===== src/rtl/if_fetch_unit.sv =====
`default_nettype none
// =============================================================================
// Module      : if_fetch_unit
// Description : Instruction fetch front-end and writer side of the IF/ID
//               register. Owns the fetch PC, issues in-order memory requests,
//               buffers returned words with their PCs and handles stall and
//               branch/jump redirects. Optional macro FETCH_BYPASS_EN presents
//               a response in its arrival cycle when the buffer is empty.
// Revision    : 1.0 - initial release
// =============================================================================
module if_fetch_unit #(
    parameter int              XLEN     = 64,
    parameter logic [XLEN-1:0] RESET_PC = '0,
    parameter int              DEPTH    = 2
) (
    input  logic            clk,
    input  logic            reset,
    output logic            o_imem_req_valid,
    input  logic            i_imem_req_ready,
    output logic [XLEN-1:0] o_imem_req_addr,
    input  logic            i_imem_rsp_valid,
    input  logic [31:0]     i_imem_rsp_data,
    input  logic            i_stall,
    input  logic            i_redirect_valid,
    input  logic [XLEN-1:0] i_redirect_pc,
    output logic [XLEN-1:0] o_pc_out,
    output logic [31:0]     o_instr_out,
    output logic            o_instr_valid
);

    localparam int          c_AW       = $clog2(DEPTH);
    localparam int          c_CW       = c_AW + 1;
    localparam logic [c_CW:0] c_DEPTH  = (c_CW + 1)'(DEPTH);
    localparam logic [31:0] c_NOP      = 32'h00000013;
    localparam logic [0:0]  c_ST_FETCH = 1'b0;
    localparam logic [0:0]  c_ST_DRAIN = 1'b1;

    // Fetch PC and in-flight PC queue
    logic [XLEN-1:0] r_fetch_pc;
    logic [XLEN-1:0] r_pcq [DEPTH];
    logic [c_AW-1:0] r_pcq_wr;
    logic [c_AW-1:0] r_pcq_rd;
    logic [c_CW-1:0] r_outstanding;

    // Instruction buffer
    logic [XLEN-1:0] r_buf_pc    [DEPTH];
    logic [31:0]     r_buf_instr [DEPTH];
    logic [c_AW-1:0] r_buf_wr;
    logic [c_AW-1:0] r_buf_rd;
    logic [c_CW-1:0] r_occ;
    logic [XLEN-1:0] r_pc_hold;

    // Redirect drain control
    logic [0:0]      r_state;
    logic [0:0]      w_state_nxt;
    logic [c_CW-1:0] r_drop_cnt;
    logic [c_CW-1:0] w_drop_nxt;

    logic [c_CW:0]   w_inflight;
    logic            w_in_fetch;
    logic            w_acc;
    logic            w_rsp;
    logic            w_rsp_keep;
    logic            w_buf_empty;
    logic            w_bypass;
    logic            w_buf_push;
    logic            w_buf_pop;

    assign w_inflight      = {1'b0, r_outstanding} + {1'b0, r_occ};
    assign w_acc           = o_imem_req_valid && i_imem_req_ready;
    // A response with nothing outstanding cannot belong to us and is ignored.
    assign w_rsp           = i_imem_rsp_valid && (r_outstanding != '0);
    assign w_rsp_keep      = w_rsp && w_in_fetch && !i_redirect_valid;
    assign w_buf_empty     = (r_occ == '0);
    assign o_imem_req_addr = r_fetch_pc;

`ifdef FETCH_BYPASS_EN
    assign w_bypass = w_rsp_keep && w_buf_empty;
`else
    assign w_bypass = 1'b0;
`endif

    // A bypassed word that ID accepts immediately never touches the buffer.
    assign w_buf_push = w_rsp_keep && !(w_bypass && !i_stall);
    assign w_buf_pop  = o_instr_valid && !i_stall && !i_redirect_valid && !w_buf_empty;

    // ---------------------------------------------------------------- state reg
    always_ff @(posedge clk) begin
        if (reset) begin
            r_state    <= c_ST_FETCH;
            r_drop_cnt <= '0;
        end else begin
            r_state    <= w_state_nxt;
            r_drop_cnt <= w_drop_nxt;
        end
    end

    // -------------------------------------------------------------- next state
    always_comb begin
        w_state_nxt = r_state;
        w_drop_nxt  = r_drop_cnt;
        if (i_redirect_valid) begin
            // Every outstanding request is now stale, including one answered this cycle.
            w_drop_nxt  = r_outstanding - c_CW'(w_rsp);
            w_state_nxt = (w_drop_nxt != '0) ? c_ST_DRAIN : c_ST_FETCH;
        end else if ((r_state == c_ST_DRAIN) && w_rsp) begin
            w_drop_nxt = r_drop_cnt - c_CW'(1);
            if (w_drop_nxt == '0) begin
                w_state_nxt = c_ST_FETCH;
            end
        end
    end

    // ----------------------------------------------------------------- outputs
    always_comb begin
        w_in_fetch       = (r_state == c_ST_FETCH);
        o_imem_req_valid = !reset && !i_redirect_valid && (w_inflight < c_DEPTH);
        o_pc_out         = r_pc_hold;
        o_instr_out      = c_NOP;
        o_instr_valid    = 1'b0;
        if (reset) begin
            o_pc_out = '0;
        end else if (!w_buf_empty) begin
            o_pc_out      = r_buf_pc[r_buf_rd];
            o_instr_out   = r_buf_instr[r_buf_rd];
            o_instr_valid = 1'b1;
        end else if (w_bypass) begin
            o_pc_out      = r_pcq[r_pcq_rd];
            o_instr_out   = i_imem_rsp_data;
            o_instr_valid = 1'b1;
        end
    end

    // ------------------------------------------------------ pointers / counters
    always_ff @(posedge clk) begin
        if (reset) begin
            r_fetch_pc    <= RESET_PC;
            r_pcq_wr      <= '0;
            r_pcq_rd      <= '0;
            r_outstanding <= '0;
            r_buf_wr      <= '0;
            r_buf_rd      <= '0;
            r_occ         <= '0;
            r_pc_hold     <= '0;
        end else begin
            if (i_redirect_valid) begin
                r_fetch_pc <= i_redirect_pc;
            end else if (w_acc) begin
                r_fetch_pc <= r_fetch_pc + XLEN'(4);
            end

            if (w_acc) begin
                r_pcq_wr <= r_pcq_wr + c_AW'(1);
            end
            if (w_rsp) begin
                r_pcq_rd <= r_pcq_rd + c_AW'(1);
            end
            r_outstanding <= r_outstanding + c_CW'(w_acc) - c_CW'(w_rsp);

            if (i_redirect_valid) begin
                r_buf_rd <= r_buf_wr;
                r_occ    <= '0;
            end else begin
                if (w_buf_push) begin
                    r_buf_wr <= r_buf_wr + c_AW'(1);
                end
                if (w_buf_pop) begin
                    r_buf_rd <= r_buf_rd + c_AW'(1);
                end
                r_occ <= r_occ + c_CW'(w_buf_push) - c_CW'(w_buf_pop);
            end

            if (o_instr_valid) begin
                r_pc_hold <= o_pc_out;
            end
        end
    end

    // ------------------------------------------------------------ storage arrays
    always_ff @(posedge clk) begin
        if (w_acc) begin
            r_pcq[r_pcq_wr] <= r_fetch_pc;
        end
        if (w_buf_push) begin
            r_buf_pc[r_buf_wr]    <= r_pcq[r_pcq_rd];
            r_buf_instr[r_buf_wr] <= i_imem_rsp_data;
        end
    end

endmodule
`default_nettype wire


===== config.mk =====
export PLATFORM = sky130hd
export DESIGN_NAME = if_fetch_unit
export DESIGN_NICKNAME = d
export VERILOG_FILES = /design/src/rtl/if_fetch_unit.sv
export SDC_FILE = /design/constraint.sdc
export NUM_CORES = 1
export LEC_CHECK = 0
export ABC_AREA = 1
export CORE_MARGIN = 5
export CORE_UTILIZATION = 50
export CTS_CLUSTER_SIZE = 40
export DETAILED_ROUTE_END_ITERATION = 8
export PLACE_DENSITY = 0.74
export SKIP_CTS_REPAIR_TIMING = 1
export SYNTH_ARGS = -nofsm -noshare
export SYNTH_HDL_FRONTEND = slang
export SYNTH_SLANG_ARGS = --single-unit

===== constraint.sdc =====
create_clock -name clk -period 10.75 [get_ports clk]
set_input_delay 1.6125 -clock clk [delete_from_list [all_inputs] [get_ports clk]]
set_output_delay 1.6125 -clock clk [all_outputs]
set_load 0.005 [all_outputs]

======== Word level (Yosys, flattened, before mapping) ========
Memories as Yosys holds them, arrays and structs flattened. A register that Yosys moved wholly into a read port is not among the register bits.
Index checks and enable logic that the tools add are counted.
W data, S select, Z words.
word-level totals
  memory bits (writable) .................. 320
  memories kept ........................... 3
  word-level logic and storage cells ...... 79
  bits in registers ....................... 139
  output and inout port bits .............. 162
  input bits .............................. 102
operators by class
  magnitude comparators ................... 1
  multiplexer cells ....................... 26
  reduce and logical (&&, ||, !) cells .... 25
  bitwise gates (word level) .............. 2
  $add $sub $neg .......................... 12
memories
  memory       words  bits a word  rd ports  clocked after memory_dff  wr ports  line  source
  r_buf_pc     2      64           1         1                         1         46    logic [XLEN-1:0] r_buf_pc [DEPTH];
  r_pcq        2      64           1         1                         1         40    logic [XLEN-1:0] r_pcq [DEPTH];
  r_buf_instr  2      32           1         1                         1         47    logic [31:0] r_buf_instr [DEPTH];
operators by type and width
  cell                     number
  $mux W64                 4
  $add A64 B3 Y64 const B  1
  $mux W32                 2
  $mux W1                  18
  $reduce_bool A2 Y1       6
  $logic_and A1 B1 Y1      10
  $sub A2 B1 Y2            3
  $add A1 B1 Y1 const B    4
  $add A2 B1 Y2            2
  $logic_not A1 Y1         4
  $logic_not A2 Y1         2
  $mux W2                  2
  $reduce_and A2 Y1        2
  $add A2 B2 Y3            1
  $lt A3 B2 Y1 const B     1
  $not A1 Y1               2
  $reduce_or A2 Y1         1
  $sub A2 B1 Y2 const B    1

======== Longest topological paths before layout ========
Gate-level depths: netlist of run 1.
  word-level depth ........................ 10
  mapped depth ............................ 13
  gate-level depth less buffers ........... 13

======== Worst setup path before layout of run 1 ========
No wires, ideal clock.
  kind .................................... input-to-reg
  from .................................... input port i_redirect_valid
  to ...................................... memory r_buf_instr[0][0] (enable)
  library setup time ...................... 0.552 ns
  cell stages on the path ................. 5
  data required time ...................... 10.198 ns
  buffers on the path ..................... 2
  arrival ................................. 6.125 ns
  setup slack ............................. 4.073 ns
  cell sequence ........................... buf_2 buf_2 nor2_1 nand2_1 nor2_1
between the ends
  longest elaborated chain between the ends .. 4
ends and longest elaborated chain
  what                           line  source
  from (decl)                    24    input logic i_redirect_valid,
  $logic_not A1 Y1               73    assign w_rsp_keep = w_rsp && w_in_fetch && !i_redirect_valid;
  $logic_and A1 B1 Y1            73
  $mux W1                        184   if (w_buf_push) begin
  $mux W1 (implied by the code)  186   r_buf_instr[r_buf_wr] <= i_imem_rsp_data;
  to (decl)                      47
Every way passes these cells.

======== Final worst setup path of run 1 ========
  from .................................... input port reset
  to ...................................... output port o_pc_out[38]
between the ends
  longest elaborated chain between the ends .. 1
ends and longest elaborated chain
  what         line  source
  from (decl)  17    input logic reset,
  $mux W64     121   if (reset) begin
  to (decl)    26    output logic [XLEN-1:0] o_pc_out,
Every way passes these cells.

==> impl_metrics.csv, run 1 <==
group,metric,value,unit
status,status,"completed",
finish,most-common-layout-cells,"nand2_1, edfxtp_1, clkdlybuf4s50_1",
sta,worst_pin_slew,1.099,ns
critical_path,arrival,4.78,ns
logic_synthesis,synth.net_count,2009,
sta,setup_viol,0,
grt,track_usage,0.2391,
route,wl_per_cell,19.72,µm
place,pre_cts_ws,4.444,ns
sta,rsz0062_at_grt,"no",
finish,stdcell_area,24140,µm²
sta,hold_viol,0,
grt,grt.overflow.total,0,
grt,grt_max_degree,97,
power,p_leak,8.745,nW
clock_network,clock-sinks,461,
hold_path,worstHoldPathCells,1,
logic_synthesis,ys_ff_latch,461,
route,first_iter_violations,1292,
floorplan,fp.dieH,207.5,µm
finish,fillers,3067,
floorplan,rows,72,
critical_path,worstSetupPathType,"in2out",
logic_synthesis,ys_top_cells_by_area,"edfxtp_1, dfxtp_1, nand2_1, nor2_1, mux2_2",
clock_network,htreeDepth,2,
logic_synthesis,synthCells,1899,
route,ant_nets,0,
sta,fin_skew,0.01587,ns
floorplan,die_x,207.5,µm
grt,grt_pass1_vias,14414,
clock_network,cts_max_path_buffers,3,
sta,finalSetupTns,0,ns
hold_path,hold_path_class,"reg2reg",
sta,slew_viol_final,0,
route,vias,14795,
place,numPortBuffers,263,
finish,final_nets,2253,
clock_network,clock_latency,0.56,ns
logic_synthesis,yosys_most_used_dff,"edfxtp_1",
route,drt_wl_total,53220,µm
grt,antenna_found_initial,2,
route,drc,0,
critical_path,path_max_fanout,64,
clock_network,cts_buffers,46,
place,gp_congestion,0.8985,
logic_synthesis,netlist_area,19500,µm²
critical_path,reg2reg_slack,7.28,ns
critical_path,r2r_cells,10,
logic_synthesis,syn_avg_cell_area,10.27,µm²
clock_network,cts_tree,"built",
finish,drive_above_1_share,0.08987,
floorplan,core_area,38650,µm²
clock_network,clk_pin_slew,0.06,ns
place,post_dp_cell_area,22580,µm²
floorplan,start_util,0.5047,
sta,finalCritPeriodShare,0.5942,
power,powerDensity,177.1,nW/µm²
critical_path,end_kind,"output pin",
route,dr.pass1.iters,7,
run,cap_viol_max_count,0,
place,place_hpwl,36340,µm
grt,grt_pass1_wl,82180,µm
logic_synthesis,ys_types,39,
logic_synthesis,ys_warn_count,0,
logic_synthesis,yosysTopAreaCellShare,0.4927,
logic_synthesis,synth_edf_count,320,
floorplan,io_pins,264,
sta,fmax,156.6,MHz
clock_network,root_buffer,"clkbuf_16",
finish,final_common_cell,"nand2_1",
logic_synthesis,synthArstFlopShare,0,
floorplan,die-area,43060,µm²
finish,diodes,0,
power,vdd_ir_drop_max,0.09649,mV
sta,max_slew_margin,0.2675,
logic_synthesis,synth_area_leader_cell,"edfxtp_1",
route,viasPerCell,5.482,
logic_synthesis,ys_seq_area_frac,0.6374,
sta,worst_slack,4.362,ns
critical_path,crit_path_start_kind,"input port",
finish,area_growth,23.76,%
sta,final.min_clock_period,6.388,ns
critical_path,required,9.14,ns
## layout make-up
cell class                 count  area [µm²]  area share
sequential                   461       12440      0.5152
multi-input combinational   1193        6148      0.2547
timing repair buffer         279        2743      0.1136
clock buffer                  56        1209     0.05007
tap                          518       648.1     0.02685
inverter                     162       608.1     0.02519
clock inverter                30       346.6     0.01436
## where the power goes
part | internal, mW | switching [mW] | total, mW
combinational | 0.214 | 0.308 | 0.522
clock | 0.955 | 0.680 | 1.63
sequential | 2.05 | 0.0718 | 2.12
total | 3.22 | 1.06 | 4.28
## final timing paths
check | startpoint | end
hold / removal | r_pcq_rd$_SDFFE_PP0P_ | register
setup reg to reg | r_outstanding[0]$_SDFF_PP0_ | o_imem_req_addr[20]$_SDFFE_PP0P_
setup / recovery | reset | o_pc_out[38]
hold reg to reg | r_pcq_rd$_SDFFE_PP0P_ | register
## cell usage after synthesis, types with 4 or more instances
cell,n
buf_4,4
buf_2,21
nor2_4,5
nor2_1,220
xnor2_1,6
mux2_2,64
o21ai_1,8
nor2_2,7
a31oi_1,16
ha_1,7
o31ai_1,96
xor2_1,18
nand3b_1,4
nand2_1,423
o21ai_0,74
nand2_2,6
edfxtp_1,320
clkbuf_1,52
dfxtp_1,141
buf_1,5
nor3_1,5
inv_2,5
nand4_1,9
nand3_1,112
a21oi_1,100
inv_1,155
## state kept, by name, summed over array words and instances, names as in the netlist, named ones only
signal and flops:
r_drop_cnt 2, r_state 1, r_pcq_wr 1, r_buf_pc 128, r_occ 2, r_buf_wr 1, r_buf_instr 64, r_pcq_rd 1
r_pc_hold 64, r_pcq 128, r_outstanding 2, o_imem_req_addr 64, r_buf_rd 1
## worst max-delay path, stage by stage
cell and delay [ns]:
buf_2 0.42, buf_4 0.52, nor2_2 0.08, buf_4 0.26, inv_2 0.46, buf_4 0.62
o31ai_1 0.18, clkdlybuf4s50_1 0.50
## cells by family after synthesis
| kind of cell | Yosys count | share of synthesized area |
|---|---|---|
| AO/OA/AOI/OAI | 299 | 0.09090 |
| XOR/XNOR | 24 | 0.01078 |
| adder cells (fa/ha/maj) | 8 | 0.005517 |
| buffers and inverters | 245 | 0.04933 |
| flip-flops | 461 | 0.6374 |
| multiplexers | 64 | 0.03695 |
| AND/OR/NAND/NOR | 798 | 0.1692 |
## through the flow
stage	util	cells	power [mW]	hold WS, ns
after CTS	0.6246	2699	4.298	0.4634
after detailed placement	0.5844	2613	2.674	0.4432
after floorplan	-	1899	2.442	0.4258
after global routing	0.6246	2699	4.439	0.5008
final	0.6246	2699	4.275	0.4711
after global placement	0.5844	2613	2.657	0.4265
## routing by layer
layer,routed length (µm),vias to the layer above,part of all wire,track usage
li1,-,7001,-,-
met2,23730,693,0.45,0.3727
met1,23680,6990,0.44,0.3478
met5,34,-,0.00064,0
met4,1482,4,0.028,0.06908
met3,4296,107,0.081,0.04232
No activity file was read; power rests on OpenSTA's default activity.
==> run 2: changes to the inputs <==
PLACE_DENSITY = 0.77   (was 0.74)
clock period = 5.4 ns   (was 10.75 ns; I/O delays follow)
==> run 2 against run 1 <==
  * Sequential power rose by 100%
  * Highest routed layer unchanged
  * Register-to-register slack got worse by 5.2 ns
  * Cell area is 0.12% lower
==> impl_metrics.csv, run 2 (same netlist as run 1, synthesis figures left out) <==
group,metric,value,unit
route,wl_per_cell,19.60,µm
critical_path,end_kind,"output pin",
place,place_hpwl,36730,µm
sta,fmax,243.2,MHz
sta,finalSetupTns,0,ns
critical_path,crit_path_start_kind,"register",
power,p_total,8.308,mW
sta,worst_pin_slew,1.212,ns
sta,final.min_clock_period,4.112,ns
finish,area_growth,23.61,%
route,ant_nets,0,
hold_path,hold_path_class,"reg2reg",
route,drc,0,
grt,grt_max_degree,97,
clock_network,clock-sinks,461,
grt,grt.overflow.total,0,
sta,slew_viol_final,0,
finish,fillers,3029,
critical_path,crit_buf_inv,3,
floorplan,die_x,207.5,µm
sta,hold_viol,0,
critical_path,arrival,3.30,ns
clock_network,cts_max_path_buffers,3,
sta,setup_viol,0,
route,drt_wl_total,53010,µm
floorplan,io_pins,264,
critical_path,slowest_stage,"buf_4",
finish,drive_above_1_share,0.08737,
sta,max_slew_margin,0.1922,
critical_path,path_max_fanout,66,
clock_network,clk_pin_slew,0.06,ns
floorplan,core_area,38650,µm²
clock_network,cts_tree,"built",
power,vdd_ir_drop_max,0.2272,mV
route,vias,14708,
grt,grt_pass1_wl,81110,µm
route,first_iter_violations,1281,
finish,most-common-layout-cells,"nand2_1, edfxtp_1, clkdlybuf4s50_1",
sta,finalCritPeriodShare,0.7615,
floorplan,start_util,0.5047,
floorplan,fp.dieH,207.5,µm
floorplan,die-area,43060,µm²
clock_network,root_buffer,"clkbuf_16",
sta,holdWs,0.4557,ns
place,numPortBuffers,263,
finish,stdcell_area,24110,µm²
sta,fin_skew,0.02526,ns
run,cap_viol_max_count,0,
sta,rsz0062_at_grt,"no",
place,gp_congestion,0.9403,
route,viasPerCell,5.437,
place,post_dp_cell_area,22670,µm²
power,p_leak,8.739,nW
floorplan,rows,72,
critical_path,crit_chain,"nor2_4, buf_4, inv_1, o21ai_0, a21oi_1, clkdlybuf4s50_1",
critical_path,slowest_delay,0.61,ns
finish,final_nets,2258,
power,powerDensity,344.6,nW/µm²
finish,reg_top3,"r_buf_pc (128), r_pcq (128)",
critical_path,required,4.59,ns
status,status,"completed",
grt,antenna_found_initial,2,
critical_path,path_delay_family,"buffers and inverters",
clock_network,clock_latency,0.56,ns
critical_path,worstSetupPathType,"reg2out",
clock_network,cts_buffers,46,
clock_network,htreeDepth,2,
finish,final_common_cell,"nand2_1",
route,dr.pass1.iters,5,
grt,track_usage,0.2367,
grt,grt_pass1_vias,14209,
## run 2: cell types whose count changed in the layout (fill, tap and decap cells not counted), sizes merged
cell | before | now
diode | 0 | 1
bufinv | 6 | 2
buf | 18 | 23
clkinv | 17 | 16
clkbuf | 56 | 65
inv | 163 | 164
clkinvlp | 6 | 1
## run 2: final timing paths
check        slack, ns  depth (start not counted)                               end             startpoint
min reg2reg       0.46                          1             r_pcq_rd$_SDFFE_PP0P_  r_pcq_rd$_SDFFE_PP0P_
max               1.29                          6                      o_pc_out[15]    r_occ[1]$_SDFF_PP0_
min               0.46                          1             r_pcq_rd$_SDFFE_PP0P_  r_pcq_rd$_SDFFE_PP0P_
max reg2reg       2.11                         10  o_imem_req_addr[20]$_SDFFE_PP0P_    r_occ[0]$_SDFF_PP0_
## run 2: cell type report
class	instances	area (µm²)	area share
flip-flops and latches	461	12440	0.5159
multi-input cells	1193	6148	0.2550
repair buffers	284	2830	0.1174
clock buffers	65	1252	0.05195
well taps	518	648.1	0.02688
inverters	162	608.1	0.02522
clock inverters	21	182.7	0.007577
diodes	1	2.502	0.0001038
## run 2: power breakdown
part / total, mW / internal (mW) / switching (mW)
clock: 3.04 / 1.73 / 1.31
sequential: 4.24 / 4.08 / 0.165
combinational: 1.03 / 0.435 / 0.597
total: 8.31 / 6.24 / 2.07
## run 2: worst reg2reg max path, stage by stage (launching register included)
cell and delay, ns:
dfxtp_1 0.42, nand2_1 0.08, inv_1 0.07, fa_1 0.41
nor2_1 0.23, nand3_2 0.50, nand2_2 0.77, inv_2 0.31
a22o_1 0.26, inv_1 0.05, a21oi_1 0.05
## run 2: through the flow
| stage | std cells | setup slack, ns | util |
|---|---|---|---|
| after floorplan | 1899 | -0.4744 | - |
| after global placement | 2618 | 1.625 | 0.5866 |
| after detailed placement | 2618 | 1.512 | 0.5866 |
| after CTS | 2704 | 1.227 | 0.6238 |
| after global routing | 2704 | 1.048 | 0.6238 |
| final | 2705 | 1.288 | 0.6238 |
## run 2: metal layers
layer | global-route usage | vias up | wire length (µm)
li1 | - | 7015 | -
met1 | 0.3396 | 6986 | 22910
met2 | 0.3849 | 644 | 24870
met3 | 0.04005 | 61 | 4368
met4 | 0.04948 | 2 | 854
met5 | 0 | - | 10
==> run 3: changes to the inputs <==
clock period = 3.3 ns   (was 5.4 ns; I/O delays follow)
==> run 3 against run 2 <==
  * First-iteration DRC count rose by 8.1%
  * Cell area is 0.52% higher
  * Combinational power grew 65%
  * Clock-buffer cell count unchanged
  * Non-clock buffer count increased by 6
  * Cell count is 0.22% higher
  * Clock skew fell by 0.0047 ns
  * Critical path type unchanged
  * Critical endpoint is now o_pc_out[50]
  * Highest routed layer is now met4
==> impl_metrics.csv, run 3 (same netlist as run 1, synthesis figures left out) <==
group,metric,value,unit
finish,most-common-layout-cells,"nand2_1, edfxtp_1, clkdlybuf4s50_1",
floorplan,start_util,0.5047,
critical_path,worstSetupPathType,"reg2out",
route,first_iter_violations,1385,
place,gp_congestion,0.9317,
power,power_frac_comb,0.123,
sta,fmax,317.8,MHz
grt,grt.overflow.total,0,
floorplan,fp.dieH,207.5,µm
critical_path,crit_path_start_kind,"register",
finish,fillers,3023,
critical_path,path_depth,5,
sta,setup_viol,0,
critical_path,slowest_stage,"clkdlybuf4s50_1",
power,p_total,13.78,mW
sta,final.min_clock_period,3.146,ns
critical_path,required,2.80,ns
clock_network,clk_pin_slew,0.06,ns
finish,diodes,0,
sta,fin_skew,0.02059,ns
grt,grt_pass1_vias,14621,
clock_network,root_buffer,"clkbuf_16",
sta,rsz0062_at_grt,"no",
route,dr.pass1.iters,5,
power,internal-power,10.36,mW
clock_network,cts_max_path_buffers,3,
floorplan,io_pins,264,
power,switching_share,0.2476,
power,power.switching,3.411,mW
power,vdd_ir_drop_max,0.2538,mV
hold_path,hold_path_class,"in2reg",
sta,slew_viol_final,0,
clock_network,htreeDepth,2,
grt,track_usage,0.2418,
clock_network,clock-sinks,461,
finish,drive_above_1_share,0.09120,
sta,hold_viol,0,
critical_path,r2r_cells,10,
power,power.sequential.fraction,0.505,
place,numPortBuffers,263,
floorplan,die-area,43060,µm²
route,ant_nets,0,
finish,area_growth,24.25,%
finish,final_nets,2265,
clock_network,cts_buffers,47,
critical_path,reg2reg_slack,0.54,ns
critical_path,timing.critical_path.from,"r_occ[1]$_SDFF_PP0_",
floorplan,core_area,38650,µm²
route,drt_wl_total,53720,µm
critical_path,endpoint,"o_pc_out[50]",
critical_path,crit_chain,"nor2_4, buf_4, a21oi_1, a21oi_1, clkdlybuf4s50_1",
run,cap_viol_max_count,0,
sta,max_slew_margin,0.4994,
critical_path,end_kind,"output pin",
clock_network,cts_tree,"built",
power,p_leak,8.789,nW
critical_path,crit_buf_inv,2,
finish,reg_top3,"r_buf_pc (128), r_pcq (128)",
floorplan,rows,72,
critical_path,path_common_cell,"a21oi_1",
critical_path,path_max_fanout,41,
critical_path,r2r-end,"o_imem_req_addr[20]$_SDFFE_PP0P_",
power,p_clk_frac,0.372,
critical_path,slowest_delay,0.57,ns
route,drc,0,
route,viasPerCell,5.487,
floorplan,die_x,207.5,µm
route,vias,14876,
place,place_hpwl,36710,µm
grt,grt_max_degree,79,
status,status,"completed",
power,powerDensity,568.4,nW/µm²
finish,postLayoutCoreUtil,0.6271,
sta,worst_pin_slew,0.7508,ns
sta,finalCritPeriodShare,0.9534,
finish,final_common_cell,"nand2_1",
clock_network,clock_latency,0.57,ns
grt,grt_pass1_wl,82740,µm
critical_path,path_delay_family,"buffers and inverters",
critical_path,arrival,2.65,ns
grt,antenna_found_initial,0,
route,wl_per_cell,19.81,µm
critical_path,r2r_start,"r_outstanding[0]$_SDFF_PP0_",
[run 3: changes by cell type in the layout (fill, tap and decap cells not counted), sizes merged]
cell,before,now
clkinvlp,1,4
buf,23,29
inv,164,162
diode,1,0
[run 3: worst min path at each step]
stage,from,end,cells after the start
6_report,reset,o_imem_req_addr[17]$_SDFFE_PP0P_,2
5_1_grt,reset,o_imem_req_addr[4]$_SDFFE_PP0P_,2
4_1_cts,reset,o_imem_req_addr[17]$_SDFFE_PP0P_,2
3_5_place_dp,r_pcq_rd$_SDFFE_PP0P_,register,1
3_3_place_gp,r_pcq_rd$_SDFFE_PP0P_,register,1
2_1_floorplan,r_pcq_rd$_SDFFE_PP0P_,register,1
[run 3: power by group through the flow]
stage	sequential, mW	combinational, mW	clock [mW]
after floorplan	6.94	0.999	0
after global placement	7.05	1.65	0
after detailed placement	7.07	1.69	0
after CTS	6.95	1.71	5.21
after global routing	6.98	1.86	5.45
final	6.95	1.70	5.13
[run 3: area by class of cell]
type	instances	area [µm²]	area share
inverters	162	611.8	0.02525
clock buffers	65	1325	0.05467
repair buffers	290	2888	0.1192
clock inverters	22	176.4	0.007280
well taps	518	648.1	0.02674
multi-input cells	1193	6148	0.2537
flip-flops and latches	461	12440	0.5132
[run 3: metrics by stage]
step | area, µm² | hold slack, ns | instances | setup TNS (ns) | worst slack [ns]
floorplan | 19530 | 0.4258 | 1899 | -126.48 | -0.6587
global placement | 22730 | 0.4268 | 2624 | 0 | 0.5542
detailed placement | 22730 | 0.4452 | 2624 | 0 | 0.5215
CTS | 24230 | 0.3727 | 2711 | 0 | 0.04599
global route | 24230 | 0.4228 | 2711 | 0 | 0.06719
finish | 24230 | 0.4060 | 2711 | 0 | 0.1538
[run 3: routing by layer]
metal,part of all wire,GRT usage
met4,0.029,0.08299
met3,0.074,0.03944
met2,0.46,0.3829
met5,0,0
met1,0.43,0.3426
